**src/rtl/regfile_wb_scheduler.sv**
```systemverilog
// regfile_wb_scheduler
//
// Write-back scheduler for the 32-entry integer register file. Two producers
// share the single register file write port: requester 0 (ALU/execute) and
// requester 1 (load/long-latency unit). A round-robin arbiter picks at most
// one requester per cycle, and the winner's write is registered onto the port.
// A pending-destination scoreboard lets the issue stage stall on RAW and WAW
// hazards.
//
// Ports
//   clk, rst                        clock (rising edge), async active-low reset
//   req0_valid/add/data, req0_ready requester 0 write channel
//   req1_valid/add/data, req1_ready requester 1 write channel
//   write_enable/add/data           registered register file write port
//   issue_valid, issue_rd           destination allocation from issue stage
//   issue_ready                     allocation accepted (combinational)
//   chk_rs1, chk_rs2                source registers to check
//   rs1_busy, rs2_busy              source has a pending write (combinational)
//   pending                         scoreboard vector, bit 0 always 0

module regfile_wb_scheduler #(
  parameter int WORD_LENGTH = 32
) (
  input  logic                   clk,
  input  logic                   rst,

  input  logic                   req0_valid,
  input  logic [4:0]             req0_add,
  input  logic [WORD_LENGTH-1:0] req0_data,
  output logic                   req0_ready,

  input  logic                   req1_valid,
  input  logic [4:0]             req1_add,
  input  logic [WORD_LENGTH-1:0] req1_data,
  output logic                   req1_ready,

  output logic                   write_enable,
  output logic [4:0]             write_add,
  output logic [WORD_LENGTH-1:0] write_data,

  input  logic                   issue_valid,
  input  logic [4:0]             issue_rd,
  output logic                   issue_ready,

  input  logic [4:0]             chk_rs1,
  input  logic [4:0]             chk_rs2,
  output logic                   rs1_busy,
  output logic                   rs2_busy,

  output logic [31:0]            pending
);

  // Round-robin pointer: id of the requester granted most recently.
  logic                   last_grant;

  // Scoreboard storage; x0 has no entry because it can never be pending.
  logic [31:1]            pending_q;
  logic [31:1]            pending_next;

  logic                   grant_any;
  logic                   grant_id;
  logic [4:0]             grant_add;
  logic [WORD_LENGTH-1:0] grant_data;
  logic                   alloc_en;

  // Arbitration: a lone valid requester always wins; on a tie the requester
  // that did not win last time goes first.
  always_comb begin
    req0_ready = 1'b0;
    req1_ready = 1'b0;
    if (req0_valid && req1_valid) begin
      req0_ready = last_grant;
      req1_ready = !last_grant;
    end else begin
      req0_ready = req0_valid;
      req1_ready = req1_valid;
    end
  end

  // Mux the winning request toward the output register.
  always_comb begin
    grant_any  = req0_ready || req1_ready;
    grant_id   = req1_ready;
    grant_add  = req1_ready ? req1_add  : req0_add;
    grant_data = req1_ready ? req1_data : req0_data;
  end

  // Pointer only moves when a transfer actually happens.
  always_ff @(posedge clk or negedge rst) begin
    if (!rst) begin
      last_grant <= 1'b1;
    end else if (grant_any) begin
      last_grant <= grant_id;
    end
  end

  // Output register. Writes to x0 are consumed but never reach the register
  // file. Address and data hold when idle; only the enable drops.
  always_ff @(posedge clk or negedge rst) begin
    if (!rst) begin
      write_enable <= 1'b0;
      write_add    <= '0;
      write_data   <= '0;
    end else if (grant_any) begin
      write_enable <= (grant_add != 5'd0);
      write_add    <= grant_add;
      write_data   <= grant_data;
    end else begin
      write_enable <= 1'b0;
    end
  end

  assign pending = {pending_q, 1'b0};

  // An entry being cleared this cycle still reads as pending, so a new
  // allocation to the same register waits one more cycle. This keeps set and
  // clear of one register from ever landing on the same edge.
  assign issue_ready = !pending[issue_rd];
  assign alloc_en    = issue_valid && issue_ready && (issue_rd != 5'd0);

  assign rs1_busy = pending[chk_rs1];
  assign rs2_busy = pending[chk_rs2];

  // Clear follows the registered write (same edge the register file
  // captures the data); set follows an accepted allocation.
  always_comb begin
    pending_next = pending_q;
    for (int i = 1; i < 32; i++) begin
      if (write_enable && (write_add == 5'(i))) begin
        pending_next[i] = 1'b0;
      end
      if (alloc_en && (issue_rd == 5'(i))) begin
        pending_next[i] = 1'b1;
      end
    end
  end

  always_ff @(posedge clk or negedge rst) begin
    if (!rst) begin
      pending_q <= '0;
    end else begin
      pending_q <= pending_next;
    end
  end

endmodule
```
**config.mk**
```make
export PLATFORM = sky130hd
export DESIGN_NAME = regfile_wb_scheduler
export DESIGN_NICKNAME = d
export VERILOG_FILES = /design/src/rtl/regfile_wb_scheduler.sv
export SDC_FILE = /design/constraint.sdc
export NUM_CORES = 1
export LEC_CHECK = 0
export ABC_AREA = 1
export CORE_MARGIN = 3
export CORE_UTILIZATION = 48
export DETAILED_ROUTE_END_ITERATION = 10
export PLACE_DENSITY_LB_ADDON = 0.1
export SYNTH_ARGS = -nofsm -noshare
export SYNTH_HDL_FRONTEND = slang
export SYNTH_SLANG_ARGS = --single-unit
```
**constraint.sdc**
```tcl
create_clock -name clk -period 2.45 [get_ports clk]
set_input_delay 0.49 -clock clk [delete_from_list [all_inputs] [get_ports clk]]
set_output_delay 0.49 -clock clk [all_outputs]
set_load 0.01 [all_outputs]
```
==> out/qor.csv, run 1 <==
metric;value;unit
1st-pass router iterations;5;
unrepaired setup endpoints after global routing;false;
reg2reg start;pending_q[31];
Setup TNS Final;0;ns
syn nets;743;
largest net degree at the start of global routing;43;
Core ar.;8382;sq um
pwr dens;801.8;nW/um^2
final instance area;6430;sq um
syn avg cell area;6.522;sq um
Clk pwr share;17.2;%
DP Area;6232;sq um
final core occ;76.71;%
first-pass GRT wire length;24530;um
CP arrival;1.89;ns
crit end category;output pin;
post-layout min period;2.376;ns
R2R Path End;pending_q[8];
Starting Density;50.50;%
vias in the first global route;5046;
CP Class;in -> out;
R2R depth;10;
Leak;3.003;nW
end of the critical path;issue_ready;
CP top delay family;buffers and inverters;
Internal Power;3.089;mW
Fill cells;662;
most common cell after layout, fill and taps aside;nand2_1;
Final GP Congestion;0.9252;
most used cell, CP;nand2_1;
most frequent cells in the layout;272 x nand2_1, 157 x clkdlybuf4s50_1, 73 x nand3_1;
startpoint types;input pin;
number of routed nets with antenna violations;0;
placed cells;931;
sequential element share of the synthesized area;41.41;%
post-synth top area share;40.79;%
count of final hold-check violations;0;
Comb power frac;42.3;%
share of layout cells above drive strength 1;8.422;%
total grt overflow;0;
cell area after synthesis;4233;sq um
final worst-path cycle share;96.96;%
CTS max path bufs;2;
CTS root buffer;clkbuf_8;
die outline height;99.91;um
io pins;169;
Worst-Margin Slew;0.6854;ns
Sw Pwr;2.067;mW
CP Data Required Time;1.96;ns
achievable frequency;0.4210;GHz
Area Growth Syn to Fin;51.91;%
R2R setup slack;0.63;ns
CP Cell Sequence;clkdlybuf4s50_1 > nor2_1 > buf_4 > nand2_1 > inv_2 > nor2_1 > nand2_1 > nand2_1 > clkdlybuf4s15_1;
Iter 0 DRT Violations;406;
Chip Width;99.91;um
Post-CTS Hold Buffers;0;
slew margin rel.;54.30;%
Yosys top cell by area;dfrtp_1;
fin. max-slew vios;0;
gr usage total;30.86;%
drc violations;0;
# rows;33;
Sequential Power Share;40.5;%
clock sink count;70;
CTS tree;built;
vias;5162;
crit path launch;issue_rd[3];
drt wl/cell;16.02;um
clock-pin slew on the worst setup and hold paths;0.07;ns
routed vias/inst;5.445;
dpl ws;-0.4673;ns
setup violators final;0;
worst clock skew;0.01402;ns
switching share of total power;40.08;%
initial antenna violation count;0;
later-pin clock latency in the skew report;0.34;ns
Max VDD drop;0.4026;mV
highest cell delay on the worst timing path;0.54;ns
Die Area;9981;sq um
dpl hpwl;11580;um
Final #Nets;932;
# diodes;0;
Cells after Synth;649;
# Max-Cap Violations;0;
post-synthesis cell type count;26;
crit-path max FO;4;
CP bufs+invs;4;
port buffer count;167;
status;completed;
Yosys warning count;0;
Crit-path slowest cell;clkdlybuf4s50_1;
Routed WL;15190;um
final std cells w/o fill;948;
Tightest Hold Check Type;in -> async;
H-tree depth;3;
worst setup margin;0.07443;ns
total CTS buffers;9;
Yosys reg bits;70;
stages on the worst setup path;9;
ranking of synthesized cells by area;dfrtp_1 41%, nand2_1 24%, nand3_1 8.6%;
==> flip-flops by register name, indices dropped and copies added (netlist names) <==
name          cells
write_data       32
write_enable      1
write_add         5
pending_q        31
last_grant        1
==> power by group through the flow <==
stage / clock network, mW / registers (mW) / logic, mW
after global routing: 0.937 / 2.12 / 2.39
after detailed placement: 0 / 2.09 / 2.18
after CTS: 0.896 / 2.06 / 2.18
after global placement: 0 / 2.07 / 2.14
final: 0.889 / 2.09 / 2.18
after floorplan: 0 / 1.98 / 0.837
==> per-layer routing <==
layer / GRT usage (%) / part of all wire [%] / vias to the layer above
li1: - / - / 2472
met1: 38.03 / 38 / 2343
met2: 50.08 / 47 / 287
met3: 8.339 / 10 / 60
met4: 15.13 / 4.6 / 0
met5: 0 / 0 / -
==> cells by family after synthesis <==
kind of cell	synth area share (%)
compound gates	12.03
buf+inv	6.592
mux	0.2365
simple gates	39.64
other cells	0.08859
flops	41.41
==> worst reg2reg max path: stages, from the launching register on <==
cell	delay [ns]
dfrtp_1	0.42
inv_1	0.15
nor2_1	0.06
a21oi_1	0.14
nand2_1	0.07
a21oi_1	0.13
nand2_1	0.07
nand2_1	0.12
buf_4	0.33
nand3_1	0.17
nand2_1	0.11
==> worst min path at each step <==
stage | depth (start not counted) | start | endpoint | slack, ns
3_5_place_dp | 2 | write_data[24] | write_data[24] | 0.47
6_report | 1 | rst | write_data[16] | 0.18
4_1_cts | 1 | rst | write_data[16] | 0.20
5_1_grt | 1 | rst | write_data[16] | 0.23
3_3_place_gp | 2 | write_data[3] | write_data[3] | 0.46
2_1_floorplan | 0 | rst | pending_q[10] | 0.19
==> area by class of cell <==
cell class / count / area, sq um / area share (%)
clock buffer: 12 / 135.1 / 2.102
sequential: 70 / 1753 / 27.26
clock inverter: 4 / 47.55 / 0.7394
timing repair buffer: 207 / 2004 / 31.17
inverter: 40 / 152.6 / 2.374
multi-input combinational: 510 / 2206 / 34.31
tap: 105 / 131.4 / 2.043
==> cells in the mapped netlist <==
library cell	number
a31oi_1	1
nor2_2	2
buf_1	3
buf_4	5
nor3_1	12
inv_1	31
clkinv_1	4
buf_2	1
conb_1	1
o21ai_0	63
o21ai_1	1
clkbuf_1	20
dfstp_2	1
nand4_1	1
nand2_2	1
nand2_1	272
o221ai_1	2
o31ai_1	2
dfrtp_1	69
o211ai_1	10
inv_2	5
nor2_1	51
mux2i_1	1
a21oi_1	15
nand3b_1	2
nand3_1	73
==> stage by stage <==
step	hold slack [ns]	power [mW]
global placement	0.4641	4.214
floorplan	0.1944	2.821
CTS	0.1951	5.144
global route	0.2255	5.444
finish	0.1830	5.156
detailed placement	0.4685	4.265
==> timing repair <==
action	in CTS	in global routing
gates cloned	0	0
endpoints found under the setup margin	3	3
setup buffers	0	1
pin swaps	0	3
gates resized for setup	16	11
No activity file was read; power rests on OpenSTA's default activity.
==> run 2: changes to the inputs <==
--- a/config.mk
+++ b/config.mk
@@ -10,6 +10,7 @@
 export CORE_UTILIZATION = 48
 export DETAILED_ROUTE_END_ITERATION = 10
 export PLACE_DENSITY_LB_ADDON = 0.1
+export REMOVE_ABC_BUFFERS = 1
 export SYNTH_ARGS = -nofsm -noshare
 export SYNTH_HDL_FRONTEND = slang
 export SYNTH_SLANG_ARGS = --single-unit
==> run 2 against run 1 <==
Sequential power shrank 3%. Clock power rose by 42%. Total power rose by 7.1%. Core utilization increased by 1.2 points. Critical path type unchanged. Highest routed layer unchanged.
==> out/qor.csv, run 2 (same netlist as run 1, synthesis figures left out) <==
metric;value;unit
final std cells w/o fill;949;
Min Hold Slack;0.1724;ns
Leak;3.056;nW
Die Area;9981;sq um
H-tree depth;3;
crit end category;output pin;
drt wl/cell;17.92;um
CTS root buffer;clkbuf_8;
most common cell after layout, fill and taps aside;nand2_1;
Iter 0 DRT Violations;394;
CP Cell Sequence;clkdlybuf4s50_1 > nand2_1 > inv_1 > nand2_1 > nand2_1 > nor2_1 > nand2_1 > nand2_1 > dlygate4sd2_1;
vias;5373;
CP arrival;1.88;ns
CTS tree;built;
Setup TNS Final;0;ns
drc violations;0;
total grt overflow;0;
Area Growth Syn to Fin;54.21;%
most used cell, CP;nand2_1;
CP Class;in -> out;
Post-CTS Hold Buffers;0;
# rows;33;
total power draw;5.523;mW
count of final hold-check violations;0;
die outline height;99.91;um
Core ar.;8382;sq um
largest net degree at the start of global routing;46;
total CTS buffers;9;
Starting Density;50.50;%
Fill cells;637;
# diodes;0;
dpl hpwl;11950;um
clock-pin slew on the worst setup and hold paths;0.08;ns
clock sink count;70;
worst setup margin;0.08297;ns
final instance area;6528;sq um
slew margin rel.;55.95;%
biggest regs;write_data x32, pending_q x31, write_add x5;
setup violators final;0;
multi-input logic area;2217;sq um
port buffer count;167;
initial antenna violation count;0;
CTS max path bufs;2;
startpoint types;input pin;
later-pin clock latency in the skew report;0.35;ns
1st-pass router iterations;6;
# Max-Cap Violations;0;
crit-path max FO;4;
CP bufs+invs;3;
Biggest register;write_data;
status;completed;
CP top delay family;buffers and inverters;
CP Data Required Time;1.96;ns
gr usage total;34.99;%
Routed WL;17010;um
unrepaired setup endpoints after global routing;false;
routed vias/inst;5.662;
register area;1753;sq um
DP Area;6232;sq um
worst clock skew;0.01290;ns
Final #Nets;933;
vias in the first global route;5494;
dpl ws;-0.5606;ns
Crit-path slowest cell;clkdlybuf4s50_1;
first-pass GRT wire length;27490;um
pwr dens;846.2;nW/um^2
post-layout min period;2.367;ns
fin. max-slew vios;0;
highest cell delay on the worst timing path;0.59;ns
Max VDD drop;0.4462;mV
number of routed nets with antenna violations;0;
Final GP Congestion;0.9548;
final core occ;77.88;%
max FFs per register;32;
Chip Width;99.91;um
io pins;169;
placed cells;931;
final worst-path cycle share;96.61;%
Worst-Margin Slew;0.6607;ns
Tightest Hold Check Type;in -> async;
share of layout cells above drive strength 1;9.360;%
most frequent cells in the layout;272 x nand2_1, 156 x clkdlybuf4s50_1, 73 x nand3_1;
achievable frequency;0.4225;GHz
==> run 2: cell types whose count changed in the layout (fill, tap and decap cells not counted), sizes merged <==
cell | before | now
bufinv | 1 | 4
clkbuf | 15 | 12
buf | 41 | 43
clkinv | 6 | 4
inv | 36 | 38
clkdlybuf4s15 | 2 | 1
clkdlybuf4s50 | 157 | 156
dlymetal6s2s | 2 | 3
==> run 2: worst register-to-register path, stage by stage, from the launching register on <==
cell and delay (ns):
dfstp_2 0.55, inv_1 0.05, nand2_1 0.08, nand2_1 0.09, nand2_1 0.10, clkinv_1 0.27, buf_12 0.27, nand2_1 0.09
nand3_1 0.09
==> run 2: report_power, final <==
group | internal (mW) | total [mW] | switching, mW
combinational | 1.12 | 2.24 | 1.12
clock | 0.785 | 1.26 | 0.479
sequential | 1.50 | 2.02 | 0.512
==> run 2: final timing paths <==
check	from	to	slack (ns)	cells past startpoint
min in group clk	write_data[0]	write_data[0]	0.49	2
hold / removal	rst	write_data[30]	0.17	1
setup reg to reg	last_grant	write_data[15]	0.74	8
max in group asynchronous	rst	write_data[14]	1.60	2
setup / recovery	issue_rd[3]	issue_ready	0.08	9
hold reg to reg	write_data[0]	write_data[0]	0.49	2
==> run 2: per-layer routing <==
| metal | part of all wire, % | track usage (%) | up-vias |
|---|---|---|---|
| li1 | - | - | 2485 |
| met1 | 35 | 38.65 | 2488 |
| met2 | 51 | 62.85 | 344 |
| met3 | 10 | 8.617 | 56 |
| met4 | 4.1 | 16.39 | 0 |
| met5 | 0 | 0 | - |
==> run 2: final cells by class <==
| class | instances | share of cell area [%] |
|---|---|---|
| Multi-Input combinational cell | 510 | 33.97 |
| Timing Repair Buffer | 208 | 30.69 |
| Sequential cell | 70 | 26.85 |
| Inverter | 40 | 2.358 |
| Clock inverter | 7 | 2.223 |
| Tap cell | 105 | 2.013 |
| Clock buffer | 9 | 1.898 |
==> run 2: what timing repair did <==
item | 4_1_cts | 5_1_grt
setup buffers | 1 | 0
pin swaps | 2 | 3
setup endpoints to repair | 3 | 3
cloned | 0 | 1
gates resized for setup | 17 | 18
